[src/rtl/uart_tx_arbiter.sv]
// Round-robin arbiter sharing one UART transmitter among N_REQ requesters.
// Optional frame watchdog built when UART_ARB_TIMEOUT_EN is defined.
module uart_tx_arbiter #(
    parameter int N_REQ          = 4,
    parameter int TIMEOUT_CYCLES = 65535
) (
    input  logic                 clk,
    input  logic                 reset,
    input  logic [N_REQ-1:0]     req,
    input  logic [8*N_REQ-1:0]   req_data,
    input  logic [2*N_REQ-1:0]   req_sel,
    output logic [N_REQ-1:0]     gnt,
    output logic [N_REQ-1:0]     done,
    output logic                 TX_start,
    output logic [7:0]           TX_DATA,
    output logic [1:0]           sel,
    input  logic                 tx_busy,
    output logic                 timeout_err
);

    localparam int PTR_W = $clog2(N_REQ);

    if (N_REQ < 2 || N_REQ > 8 || TIMEOUT_CYCLES < 1 || TIMEOUT_CYCLES > 65535) begin : g_cfg_check
        $error("uart_tx_arbiter: parameter out of range");
    end

    typedef enum logic [1:0] {IDLE, WAIT_BUSY, WAIT_DONE} state_t;

    state_t             state, state_nxt;
    logic [PTR_W-1:0]   ptr, owner, owner_inc, win_idx;
    logic               win_found;
    logic               to_hit, to_fire;
    logic               load, adv_ptr, start_nxt;
    logic [N_REQ-1:0]   gnt_nxt, done_nxt;

    assign owner_inc = (owner == PTR_W'(N_REQ - 1)) ? '0 : owner + 1'b1;

    // First requester at or above ptr, wrapping around.
    always_comb begin
        win_found = 1'b0;
        win_idx   = '0;
        for (int k = 0; k < N_REQ; k++) begin
            if (!win_found && req[(int'(ptr) + k) % N_REQ]) begin
                win_found = 1'b1;
                win_idx   = PTR_W'((int'(ptr) + k) % N_REQ);
            end
        end
    end

    // A falling busy in WAIT_DONE wins over a simultaneous watchdog expiry.
    assign to_fire = to_hit && ((state == WAIT_BUSY) || (state == WAIT_DONE && tx_busy));

    always_ff @(posedge clk) begin
        if (reset) state <= IDLE;
        else       state <= state_nxt;
    end

    // Busy is ignored while TX_start is still high, so the frame's own start cycle never counts.
    always_comb begin
        state_nxt = state;
        case (state)
            IDLE:      if (win_found) state_nxt = WAIT_BUSY;
            WAIT_BUSY: begin
                if (to_fire)                   state_nxt = IDLE;
                else if (tx_busy && !TX_start) state_nxt = WAIT_DONE;
            end
            WAIT_DONE: if (!tx_busy || to_fire) state_nxt = IDLE;
            default:   state_nxt = IDLE;
        endcase
    end

    always_comb begin
        gnt_nxt   = '0;
        done_nxt  = '0;
        start_nxt = 1'b0;
        load      = 1'b0;
        adv_ptr   = to_fire;
        case (state)
            IDLE: begin
                if (win_found) begin
                    load      = 1'b1;
                    start_nxt = 1'b1;
                    gnt_nxt   = N_REQ'(1) << win_idx;
                end
            end
            WAIT_DONE: begin
                if (!tx_busy) begin
                    done_nxt = N_REQ'(1) << owner;
                    adv_ptr  = 1'b1;
                end
            end
            default: ;
        endcase
    end

    always_ff @(posedge clk) begin
        if (reset) begin
            gnt      <= '0;
            done     <= '0;
            TX_start <= 1'b0;
            TX_DATA  <= 8'h00;
            sel      <= 2'b00;
            owner    <= '0;
            ptr      <= '0;
        end else begin
            gnt      <= gnt_nxt;
            done     <= done_nxt;
            TX_start <= start_nxt;
            if (load) begin
                owner   <= win_idx;
                TX_DATA <= req_data[8*int'(win_idx) +: 8];
                sel     <= req_sel[2*int'(win_idx) +: 2];
            end
            if (adv_ptr) ptr <= owner_inc;
        end
    end

`ifdef UART_ARB_TIMEOUT_EN
    localparam logic [15:0] TO_LIM = 16'(TIMEOUT_CYCLES);

    logic [15:0] to_cnt;

    // Restarts on entry to each wait phase, so each phase gets the full budget.
    always_ff @(posedge clk) begin
        if (reset)                                        to_cnt <= '0;
        else if (state_nxt != state && state_nxt != IDLE) to_cnt <= '0;
        else if (state != IDLE)                           to_cnt <= to_cnt + 1'b1;
    end

    assign to_hit = (state != IDLE) && (to_cnt == TO_LIM);

    always_ff @(posedge clk) begin
        if (reset) timeout_err <= 1'b0;
        else       timeout_err <= to_fire;
    end
`else
    assign to_hit      = 1'b0;
    assign timeout_err = 1'b0;
`endif

endmodule

[config.mk]
export PLATFORM = sky130hd
export DESIGN_NAME = uart_tx_arbiter
export DESIGN_NICKNAME = d
export VERILOG_FILES = /design/src/rtl/uart_tx_arbiter.sv
export SDC_FILE = /design/constraint.sdc
export NUM_CORES = 1
export LEC_CHECK = 0
export BUFFER_PORTS_ARGS = -buffer_cell sky130_fd_sc_hd__buf_2
export CAP_MARGIN = 20
export CELL_PAD_IN_SITES_DETAIL_PLACEMENT = 0
export CELL_PAD_IN_SITES_GLOBAL_PLACEMENT = 1
export CORE_MARGIN = 5
export CORE_UTILIZATION = 28
export CTS_CLUSTER_SIZE = 16
export DETAILED_ROUTE_END_ITERATION = 7
export PLACE_DENSITY_LB_ADDON = 0.1
export SYNTH_ARGS = -nofsm -noshare
export SYNTH_HDL_FRONTEND = slang
export SYNTH_SLANG_ARGS = --single-unit
[constraint.sdc]
create_clock -name clk -period 1.7 [get_ports clk]
set_input_delay 0.255 -clock clk [delete_from_list [all_inputs] [get_ports clk]]
set_output_delay 0.255 -clock clk [all_outputs]
set_load 0.01 [all_outputs]
-- Word-level counts from Yosys, hierarchy flattened
Index checks and enable logic that the tools add are counted.
- flip-flop bits (word level): 25
- bits of input ports: 47
- $add $sub $neg: 4
- order comparisons: 4
- equal/unequal tests: 6
- shifts and indexed selects: 4
- multiplexer cells: 28
- bitwise logic cells: 6
- reductions and logical operators: 15
- operators with widths (cell ; count):
    32-bit by 6-bit indexed part select with 8-bit output ; 1
    2-bit 2-to-1 mux ; 8
    1-bit 2-to-1 mux ; 15
    3-bit by 4-bit less-than comparator with 1-bit output, second input constant ; 3
    1-bit binary-select mux with 2-bit select ; 4
    8-bit by 4-bit indexed part select with 2-bit output ; 1
    1-bit by 2-bit << shifter with 4-bit output, first input constant ; 2
    2-bit one-hot mux with 3 select lines ; 1
    2-bit OR reduction ; 3
    3-bit OR reduction ; 2
    2-bit by 1-bit adder with 2-bit output, second input constant ; 2
    2-bit adder, second input constant ; 2
    2-bit equality test, second input constant ; 2
    1-bit logical AND ; 4
    1-bit logical NOT ; 4
    2-bit != test, second input constant ; 2
    1-bit AND, first input constant ; 3
    2-bit by 3-bit less-than comparator with 1-bit output, second input constant ; 1
    1-bit inverter ; 3
    3-bit AND reduction ; 1
    2-bit by 1-bit equality test with 1-bit output, second input constant ; 1
    2-bit logical NOT ; 1
    2-bit by 1-bit != test with 1-bit output, second input constant ; 1

-- Longest topological paths before layout
Gate-level depths: netlist (run 1).
- word-level depth: 16
- mapped depth: 7
- mapped depth without buffers: 5

-- Worst setup path after synthesis (run 1)
Ideal clock, no wire load.
- path kind: reg2reg
- start point: register state[1]
- end point: register TX_DATA[3]
- library setup time: 0.079 ns
- arrival: 1.616 ns
- data required time: 1.621 ns
- setup slack: 0.006 ns
- stages on the path, launching flop included: 6
- path buffers: 2
- cell sequence: dfxtp_1 or3_1 buf_2 or4_4 buf_6 o221ai_2
- word-level cells in the longest chain between the ends: 2
- RTL lines (item ; line ; source):
    from (decl) ; 29 ; state_t state, state_nxt;
    from (signal assigned) ; 55 ; else state <= state_nxt;
    2-bit logical NOT ; 78 ; case (state)
    1-bit 2-to-1 mux ; 78 ;
    to (signal assigned) ; 111 ; TX_DATA <= req_data[8*int'(win_idx) +: 8];
    to (decl) ; 15 ; output logic [7:0] TX_DATA,
Every way passes these cells.
A chain may end at the register's enable or synchronous reset.

-- Worst setup path after layout (run 1)
- start point: register state[1]
- end point: register TX_DATA[5]
The elaborated chain is that of the path after synthesis.

==> parameters.txt, run 1 <==
Parameter                              Value

Timing
  Setup repair after global routing missed its margin ... false
  Final critical-path required period ... around 1.6 ns
  Ratio of final minimum period to clock period ... 0.932
  Final setup viols ... 0
  Number of hold violations in the final report ... 0
  Worst Clk Skew ... between 0.001 and 0.0015 ns
  Count of final max-slew check failures ... 0
  Achievable frequency ... ~0.63 GHz

Status
  Run status ... finished clean

Clock network
  Number of buffers added by the clock tree synthesis step ... 3
  Buffer depth of the longest clock path ... 2
  Count of H-tree levels built during CTS ... 1
  Clk Tree Root Cell ... sky130_fd_sc_hd__clkbuf_8
  Clock latency of the later-clocked register in the worst-skew pair ... around 0.27 ns
  Setup Buffers After CTS ... 0
  Clock transition at the registers of the reported paths ... approximately 0.090 ns
  CTS tree ... built
  Num Clock Sinks ... 25

Synthesis
  Yosys reg bits ... 25
  Number of distinct library cells after synthesis ... 26
  Dominant cell type by area after synthesis ... sky130_fd_sc_hd__dfxtp_1
  Mapped cell area ... roughly 1200 um2
  Total of warnings raised by yosys ... 0
  Post-Synthesis Cells ... ~120
  Portion of synthesized cell area occupied by the leading cell type ... 0.413
  Seq/Total Area, Yosys ... 0.413
  Synth area leaders ... sky130_fd_sc_hd__dfxtp_1 (41%), sky130_fd_sc_hd__mux2i_1 (19%), sky130_fd_sc_hd__o221ai_2 (9.9%)
  Post-synthesis average cell area ... about 10 um2
  Mapped Nets ... between 150 and 200

Critical path
  Crit Path Category ... reg -> reg
  CP startpoint kind ... register
  Endpoint required time on the critical path ... approximately 1.9 ns
  Crit path max fanout ... 6
  Crit path capture type ... register
  WP data arrival ... between 1.5 and 2 ns
  FF-to-FF setup slack ... 0.12 ns

Layout
  Layout area overhead ... 41.2%
  Post-Layout Cell Count ... around 250
  Layout fillers ... 437
  Antenna Cells ... 0
  Most common cell after layout, fill and taps aside ... sky130_fd_sc_hd__buf_2
  Fraction of layout instances using a drive strength above 1 ... 0.459
  Most used cells in the layout excluding fill and tap cells ... sky130_fd_sc_hd__buf_2 (65), sky130_fd_sc_hd__dfxtp_1 (24), sky130_fd_sc_hd__mux2i_1 (23), sky130_fd_sc_hd__nand2_1 (16), sky130_fd_sc_hd__nor2_1 (15)
  Final net count ... between 200 and 250
  Final core occ ... 0.401

Floorplan
  Full die area ... 5740 um2
  Horizontal extent of the die ... 75.8 um
  Vertical die dimension ... approximately 76 um
  Number of top-level design ports ... 67
  Std cell rows ... 24
  Core Area ... roughly 4300 um2
  Starting density of the core ... 0.284

Global routing
  Total overflow reported by the global router ... 0
  Met3 GRT Util ... 0.0449
  Met1 track utilization from global routing ... 0.128
  Pin count of the biggest net entering global routing ... 25
  Met2 layer usage reported by global route ... 0.217
  Layer with the highest usage after global routing ... met2
  Number of antenna violations at the first check in global routing ... 0
  Number of global-route vias before repair ... 1232
  First-pass GRT wire length ... 5.22 mm
  All-layer global routing usage ... 0.119

Power and ir drop
  Share of total power in combinational logic ... 0.238
  Sequential share of power ... 0.494
  Clk network pwr share ... 0.268
  Power Internal ... roughly 0.95 mW
  Total leakage power ... between 0.7 and 0.8 nW
  Net switching power ... between 0.3 and 0.4 mW
  Switching portion of total power ... 0.280
  Pwr/cell area ... a little under 800 nW/um2
  Worst VDD drop ... approximately 0.00044 V

Route
  Number of vias per cell ... between 4 and 5
  Routed len/inst ... 13.7 um
  Total Routed Length ... roughly 3.4 mm
  Iteration-0 DRC count of the detailed router ... 56
  DRC errors left ... 0
  Post-detailed-route count of antenna-violating nets ... 0
  Vias ... ~1200
  Detailed-routing iteration count for the pre-antenna-repair pass ... 4

Run
  Reported max-cap violation count ... 0

Placed design
  Gp weighted congestion ... slightly below 0.8
  Cells after DPL ... about 240
  Post-detailed-placement half-perimeter wirelength ... around 2.5 mm
  Total of buffers placed on input and output ports ... 65

Worst hold path
  Hold/Removal Path Class ... in -> reg
## per-stage QoR
step	area, um2	hold slack, ns	TNS [ns]	power (mW)	setup slack (ns)
after detailed placement	1650	0.445	-0.0279	0.979	-0.0238
after global placement	1650	0.451	0	0.972	0.0320
final	1710	0.268	0	1.32	0.116
after CTS	1700	0.262	0	1.33	0.0279
after floorplan	1210	0.421	0	0.834	0.00562
after global routing	1710	0.282	0	1.40	0.0119
## kinds of logic after synthesis
family | Yosys count | share of synthesized area
DFF | 25 | 0.413
muxes | 23 | 0.190
adders and majority gates | 1 | 0.0103
buffers and inverters | 11 | 0.0475
AOI/OAI and AO/OA | 18 | 0.161
and+or+nand+nor | 45 | 0.175
other | 1 | 0.00310
## final timing paths
kind,cells after the start,endpoint,startpoint
min,2,state[1],tx_busy
max reg2reg,3,TX_DATA[5],state[1]
max,3,TX_DATA[5],state[1]
min reg2reg,2,sel[0],sel[0]
## final cells by class
class | instances | area [um2] | share of cell area
well taps | 52 | 65.1 | 0.0380
clock buffers | 3 | 41.3 | 0.0241
clock inverters | 1 | 5.00 | 0.00293
inverters | 3 | 11.3 | 0.00658
flip-flops and latches | 25 | 502 | 0.293
repair buffers | 73 | 410 | 0.240
multi-input cells | 89 | 676 | 0.395
## state kept, by name, summed over array words and instances (netlist names)
name and cells:
TX_start 1, done 4, ptr 2, state 2, sel 2, TX_DATA 8
gnt 4, owner 2
## cell usage after synthesis (all sizes together)
cell type,n
a21oi,4
conb,1
nor3,2
nor4,1
or4,1
and2b,1
nor3b,3
a211o,1
buf,6
nand2,16
and3,1
nor2,15
inv,3
o221ai,10
ha,1
a2111oi,1
nor2b,4
mux2i,23
o21ai,1
clkbuf,2
dfxtp,25
or3,1
a2bb2oi,1
## worst max-delay path, cell delays in order (launching register included)
cell	delay, ns
sky130_fd_sc_hd__dfxtp_1	0.32
sky130_fd_sc_hd__or3_1	0.45
sky130_fd_sc_hd__or4_4	0.52
sky130_fd_sc_hd__o221ai_1	0.22
## timing repair
item	in CTS	in global routing
setup endpoints to repair	0	8
gates resized for setup	0	2
hold buffers	0	0
## power by group through the flow
| stage | Sequential, mW | Combinational, mW | Clock [mW] |
|---|---|---|---|
| floorplan | 0.681 | 0.153 | 0 |
| global placement | 0.667 | 0.305 | 0 |
| detailed placement | 0.666 | 0.313 | 0 |
| CTS | 0.654 | 0.314 | 0.367 |
| global route | 0.659 | 0.350 | 0.393 |
| finish | 0.653 | 0.315 | 0.353 |
## layer usage
metal / up-vias / routed length, um
met4: 0 / 41
li1: 586 / -
met2: 49 / 1690
met1: 521 / 1380
met5: - / 0
met3: 4 / 271
Note: power is estimated with default switching activity, not from simulation.
==> run 2: changes to the inputs <==
Settings changed: RECOVER_POWER set to 25.
==> parameters.txt, run 2 (synthesized netlist as in run 1, its figures left out) <==
Parameter                              Value

Status
  Run status ... finished clean

Global routing
  All-layer global routing usage ... 0.119 (unchanged)
  First-pass GRT wire length ... 5.22 mm (unchanged)
  Total overflow reported by the global router ... 0 (unchanged)
  Number of antenna violations at the first check in global routing ... 0 (unchanged)
  Number of global-route vias before repair ... 1232 (unchanged)
  Pin count of the biggest net entering global routing ... 25 (unchanged)

Critical path
  Cell with the largest stage delay on the worst path ... sky130_fd_sc_hd__or4_4
  CP startpoint kind ... register
  Endpoint required time on the critical path ... 1.89 ns (about the same)
  Crit path max fanout ... 6 (unchanged)
  Reg2Reg Depth ... 3 (unchanged)
  Buffers and inverters on the worst path ... 0 (unchanged)
  WP data arrival ... 1.78 ns (about the same)
  List of cells traversed by the critical path ... or3_1 -> or4_4 -> o221ai_1
  Launch point of the critical path ... state[1]
  Critical R2R Capture ... TX_DATA[5]
  Family with the most delay on the worst path ... simple AND/OR/NAND/NOR gates
  Crit Path Category ... reg -> reg
  Worst R2R Start ... state[1]
  FF-to-FF setup slack ... 0.11 ns (about the same)
  Crit path capture type ... register
  Worst stage delay on the critical path ... 0.52 ns (about the same)

Worst hold path
  Hold/Removal Path Class ... in -> reg
  Number of instances on the worst hold path ... 2 (unchanged)
  Worst hold path startpoint ... tx_busy
  End point of the worst hold path ... state[1]

Clock network
  Clock transition at the registers of the reported paths ... 0.09 ns (about the same)
  Count of H-tree levels built during CTS ... 1 (unchanged)
  Num Clock Sinks ... 25 (unchanged)
  Buffer depth of the longest clock path ... 2 (unchanged)
  Number of buffers added by the clock tree synthesis step ... 3 (unchanged)
  Clk Tree Root Cell ... sky130_fd_sc_hd__clkbuf_8
  CTS tree ... built
  Clock latency of the later-clocked register in the worst-skew pair ... 0.27 ns (about the same)

Floorplan
  Std cell rows ... 24 (unchanged)
  Vertical die dimension ... 75.8 um (unchanged)
  Number of top-level design ports ... 67 (unchanged)
  Full die area ... 5740 um2 (unchanged)
  Core Area ... 4260 um2 (unchanged)
  Starting density of the core ... 0.284 (unchanged)
  Horizontal extent of the die ... 75.8 um (unchanged)

Route
  Vias ... 1161 (+0.086%)
  Number of vias per cell ... 4.72 (about the same)
  Detailed-routing iteration count for the pre-antenna-repair pass ... 4 (unchanged)
  Total Routed Length ... 3.39 mm (+0.24%)
  Routed len/inst ... 13.8 um (+0.24%)
  Iteration-0 DRC count of the detailed router ... 52 (-7.1%)
  Post-detailed-route count of antenna-violating nets ... 0 (unchanged)
  DRC errors left ... 0 (unchanged)

Layout
  Final instance area ... 1700 um2 (-0.80%)
  Number of flip-flops in the largest register ... 8 (unchanged)
  Fraction of layout instances using a drive strength above 1 ... 0.402 (-0.0567)
  Top flop regs ... TX_DATA x8, done x4, gnt x4
  Post-Layout Cell Count ... 246 (unchanged)
  Reg with most FFs ... TX_DATA
  Final net count ... 243 (unchanged)
  Most common cell after layout, fill and taps aside ... sky130_fd_sc_hd__buf_2
  Most used cells in the layout excluding fill and tap cells ... sky130_fd_sc_hd__buf_2 (54), sky130_fd_sc_hd__dfxtp_1 (24), sky130_fd_sc_hd__mux2i_1 (23), sky130_fd_sc_hd__nand2_1 (16), sky130_fd_sc_hd__nor2_1 (15)
  Antenna Cells ... 0 (unchanged)
  Layout area overhead ... 40.1%

Power and ir drop
  Total leakage power ... 0.748 nW (-5.8%)
  Worst VDD drop ... 0.000432 V (-0.77%)
  Sequential share of power ... 0.496 (+0.002)
  Pwr/cell area ... 776 nW/um2 (+0.54%)
  Share of total power in combinational logic ... 0.236 (-0.002)
  Net switching power ... 0.370 mW (about the same)
  Switching portion of total power ... 0.281 (+0.000603)
  Power Internal ... 0.948 mW (-0.35%)
  Clk network pwr share ... 0.268 (about the same)

Placed design
  Cells after DPL ... 241 (unchanged)
  Gp weighted congestion ... 0.776 (unchanged)
  Cell area after placement ... 1650 um2 (unchanged)
  Total of buffers placed on input and output ports ... 65 (unchanged)
  Post-detailed-placement half-perimeter wirelength ... 2.53 mm (unchanged)

Timing
  Ratio of final minimum period to clock period ... 0.933 (about the same)
  Number of hold violations in the final report ... 0 (unchanged)
  Final setup viols ... 0 (unchanged)
  Worst Clk Skew ... 0.000832 ns (-0.000410 ns)
  Setup repair after global routing missed its margin ... false
  Achievable frequency ... 0.631 GHz (about the same)
  Count of final max-slew check failures ... 0 (unchanged)
  Final critical-path required period ... 1.59 ns (+0.000838 ns)

Run
  Reported max-cap violation count ... 0 (unchanged)
## run 2: cell count changes in the layout (fill, tap and decap cells not counted)
cell                       before  now
sky130_fd_sc_hd__buf_2         65   54
sky130_fd_sc_hd__clkbuf_1       0   11
## run 2: cell type report
type	count	area, um2
inverters	3	11.3
clock inverters	1	5.00
repair buffers	73	397
multi-input cells	89	676
flip-flops and latches	25	502
well taps	52	65.1
clock buffers	3	41.3
fillers	442	2570
## run 2: power by group through the flow
stage                     Combinational [mW]  Clock, mW  Sequential (mW)
after floorplan                        0.153          0            0.681
after global placement                 0.305          0            0.667
after detailed placement               0.313          0            0.666
after CTS                              0.314      0.367            0.654
after global routing                   0.347      0.393            0.659
final                                  0.311      0.353            0.653
## run 2: routing by layer
| layer | routed length, um | part of all wire | GRT usage | up-vias |
|---|---|---|---|---|
| met1 | 1380 | 0.41 | 0.128 | 520 |
| met5 | 0 | 0 | 0 | - |
| met3 | 274 | 0.081 | 0.0449 | 4 |
| li1 | - | - | - | 586 |
| met2 | 1690 | 0.50 | 0.217 | 51 |
| met4 | 41 | 0.012 | 0.0311 | 0 |
## run 2: worst max path at each step
stage               depth (start not counted)    endpoint  slack (ns)
floorplan                                   5  TX_DATA[3]       0.006
global placement                            5  TX_DATA[4]        0.03
detailed placement                          5  TX_DATA[5]       -0.02
CTS                                         3  TX_DATA[5]        0.03
global route                                6  TX_DATA[5]        0.01
finish                                      3  TX_DATA[5]        0.11
## run 2: worst register-to-register path: stages (launching register included)
cell                       delay (ns)
sky130_fd_sc_hd__dfxtp_1         0.32
sky130_fd_sc_hd__or3_1           0.45
sky130_fd_sc_hd__or4_4           0.52
sky130_fd_sc_hd__o221ai_1        0.22
## run 2: metrics by stage
step / power (mW) / utilization / hold WS [ns] / setup slack (ns) / TNS [ns]
after CTS: 1.33 / 0.398 / 0.262 / 0.0279 / 0
final: 1.32 / 0.398 / 0.268 / 0.115 / 0
after global routing: 1.40 / 0.398 / 0.282 / 0.0119 / 0
after global placement: 0.972 / 0.387 / 0.451 / 0.0320 / 0
after floorplan: 0.834 / - / 0.421 / 0.00562 / 0
after detailed placement: 0.979 / 0.387 / 0.445 / -0.0238 / -0.0279
## run 2: repair_timing
item	4_1_cts	5_1_grt
gates resized for setup	0	2
buffers inserted	0	0
endpoints found under the hold margin	0	0
setup endpoints to repair	0	8
hold buffers	0	0
==> run 3: changes to the inputs <==
Settings changed: SETUP_SLACK_MARGIN set to 0.15.
==> parameters.txt, run 3 (synthesized netlist as in run 1, its figures left out) <==
Parameter                              Value

Clock network
  Num Clock Sinks ... 25 (unchanged)
  CTS tree ... built
  Clock transition at the registers of the reported paths ... 0.09 ns (about the same)
  Buffer depth of the longest clock path ... 2 (unchanged)
  Clock latency of the later-clocked register in the worst-skew pair ... 0.27 ns (about the same)
  Clk Tree Root Cell ... sky130_fd_sc_hd__clkbuf_8
  Number of buffers added by the clock tree synthesis step ... 3 (unchanged)
  Count of H-tree levels built during CTS ... 1 (unchanged)

Route
  Top sig layer ... met4
  Met3 WL post-DR ... 257 um (-6.2%)
  Total Routed Length ... 3.60 mm (+6.1%)
  Number of vias per cell ... 4.78 (+1.2%)
  Post-detailed-route count of antenna-violating nets ... 0 (unchanged)
  DRC errors left ... 0 (unchanged)
  Vias ... 1194 (+2.8%)
  Detailed-routing iteration count for the pre-antenna-repair pass ... 3 (-1)
  Routed len/inst ... 14.4 um (+4.4%)
  Met2 routed wirelength ... 1.77 mm (+4.5%)
  Iteration-0 DRC count of the detailed router ... 47 (-9.6%)
  M1 wire length ... 1.51 mm (+9.9%)

Critical path
  Family with the most delay on the worst path ... simple AND/OR/NAND/NOR gates
  Endpoint required time on the critical path ... 1.90 ns (about the same)
  Crit path max fanout ... 6 (unchanged)
  WP data arrival ... 1.78 ns (about the same)
  Crit path capture type ... register
  Crit Path Category ... reg -> reg
  List of cells traversed by the critical path ... or3_4 -> or4_4 -> o221ai_2
  Cell with the largest stage delay on the worst path ... sky130_fd_sc_hd__or4_4
  Buffers and inverters on the worst path ... 0 (unchanged)
  CP startpoint kind ... register
  Worst stage delay on the critical path ... 0.58 ns (+0.06 ns)

Placed design
  Total of buffers placed on input and output ports ... 65 (unchanged)
  Gp weighted congestion ... 0.822 (+5.9%)
  Cell area after placement ... 1650 um2 (-0.30%)
  Post-placement setup slack ... -0.0418 ns (-0.0180 ns)
  Post-detailed-placement half-perimeter wirelength ... 2.56 mm (+1.0%)

Timing
  Final setup viols ... 0 (unchanged)
  Final critical-path required period ... 1.58 ns (-0.00253 ns)
  Setup repair after global routing missed its margin ... true
  Count of final max-slew check failures ... 0 (unchanged)
  Ratio of final minimum period to clock period ... 0.931 (-0.00149)
  Achievable frequency ... 0.632 GHz (+0.16%)
  Smallest setup slack after layout ... 0.117 ns (+0.00253 ns)
  Number of hold violations in the final report ... 0 (unchanged)
  Worst Clk Skew ... 0.00985 ns (+0.00902 ns)

Global routing
  Pin count of the biggest net entering global routing ... 25 (unchanged)
  All-layer global routing usage ... 0.128 (+0.00881)
  First-pass GRT wire length ... 5.66 mm (+8.6%)
  Number of antenna violations at the first check in global routing ... 0 (unchanged)
  Total overflow reported by the global router ... 0 (unchanged)
  Number of global-route vias before repair ... 1246 (+1.1%)

Floorplan
  Horizontal extent of the die ... 75.8 um (unchanged)
  Starting density of the core ... 0.284 (unchanged)
  Vertical die dimension ... 75.8 um (unchanged)
  Std cell rows ... 24 (unchanged)
  Full die area ... 5740 um2 (unchanged)
  Number of top-level design ports ... 67 (unchanged)
  Core Area ... 4260 um2 (unchanged)

Power and ir drop
  Share of total power in combinational logic ... 0.255 (+0.019)
  Net switching power ... 0.390 mW (+5.5%)
  Clk network pwr share ... 0.264 (-0.004)
  Switching portion of total power ... 0.287 (+0.00612)
  Sequential share of power ... 0.481 (-0.015)
  Power Internal ... 0.970 mW (+2.3%)
  Total leakage power ... 0.772 nW (+3.2%)
  Worst VDD drop ... 0.000288 V (-33%)
  Pwr/cell area ... 758 nW/um2 (-2.3%)

Layout
  Final core occ ... 0.420 (+0.0226)
  Final instance area ... 1790 um2 (+5.7%)
  Final net count ... 247 (+1.6%)
  Fraction of layout instances using a drive strength above 1 ... 0.490 (+0.0878)
  Layout area overhead ... 48.0%
  Top flop regs ... TX_DATA x8, done x4, gnt x4
  Most common cell after layout, fill and taps aside ... sky130_fd_sc_hd__buf_2
  Number of flip-flops in the largest register ... 8 (unchanged)
  Antenna Cells ... 0 (unchanged)
  Reg with most FFs ... TX_DATA
  Most used cells in the layout excluding fill and tap cells ... sky130_fd_sc_hd__buf_2 (54), sky130_fd_sc_hd__dfxtp_1 (22), sky130_fd_sc_hd__mux2i_1 (18), sky130_fd_sc_hd__nand2_1 (16), sky130_fd_sc_hd__nor2_1 (13)

Status
  Run status ... finished clean

Run
  Reported max-cap violation count ... 0 (unchanged)

Worst hold path
  Hold/Removal Path Class ... in -> reg
[run 3: per-layer routing]
layer  vias to the layer above  global-route usage
met5                         -                   0
met4                         0              0.0544
met3                         6              0.0369
met2                        45               0.209
met1                       552               0.156
li1                        591                   -
[run 3: power groups by stage]
stage          sequential, mW  combinational [mW]  clock, mW
2_1_floorplan           0.681               0.154          0
3_3_place_gp            0.668               0.302          0
3_5_place_dp            0.667               0.310          0
4_1_cts                 0.653               0.332      0.378
5_1_grt                 0.659               0.381      0.402
6_report                0.654               0.347      0.359
[run 3: through the flow]
step	total power [mW]	instances	TNS, ns	hold slack [ns]
after floorplan	0.835	124	0	0.421
after global placement	0.969	242	0	0.451
after detailed placement	0.977	242	-0.195	0.441
after CTS	1.36	249	0	0.259
after global routing	1.44	250	0	0.276
final	1.36	250	0	0.263
[run 3: timing repair]
action	4_1_cts	5_1_grt
resized for setup	6	11
endpoints found under the setup margin	12	10
hold buffers	0	0
cloned	1	1
setup buffers	2	0
pin swaps	11	3
[run 3: path summary, 6_finish.rpt]
check | start | to | slack [ns] | depth (start not counted)
hold / removal | tx_busy | state[1] | 0.26 | 2
hold reg to reg | sel[1] | sel[1] | 0.47 | 2
setup / recovery | state[0] | TX_DATA[0] | 0.12 | 3
setup reg to reg | state[0] | TX_DATA[0] | 0.12 | 3
[run 3: cell type report]
type | count | area [um2]
Multi-Input combinational cell | 89 | 732
Inverter | 3 | 11.3
Clock inverter | 1 | 7.51
Sequential cell | 25 | 504
Timing Repair Buffer | 77 | 432
Fill cell | 427 | 2470
Tap cell | 52 | 65.1
Clock buffer | 3 | 41.3
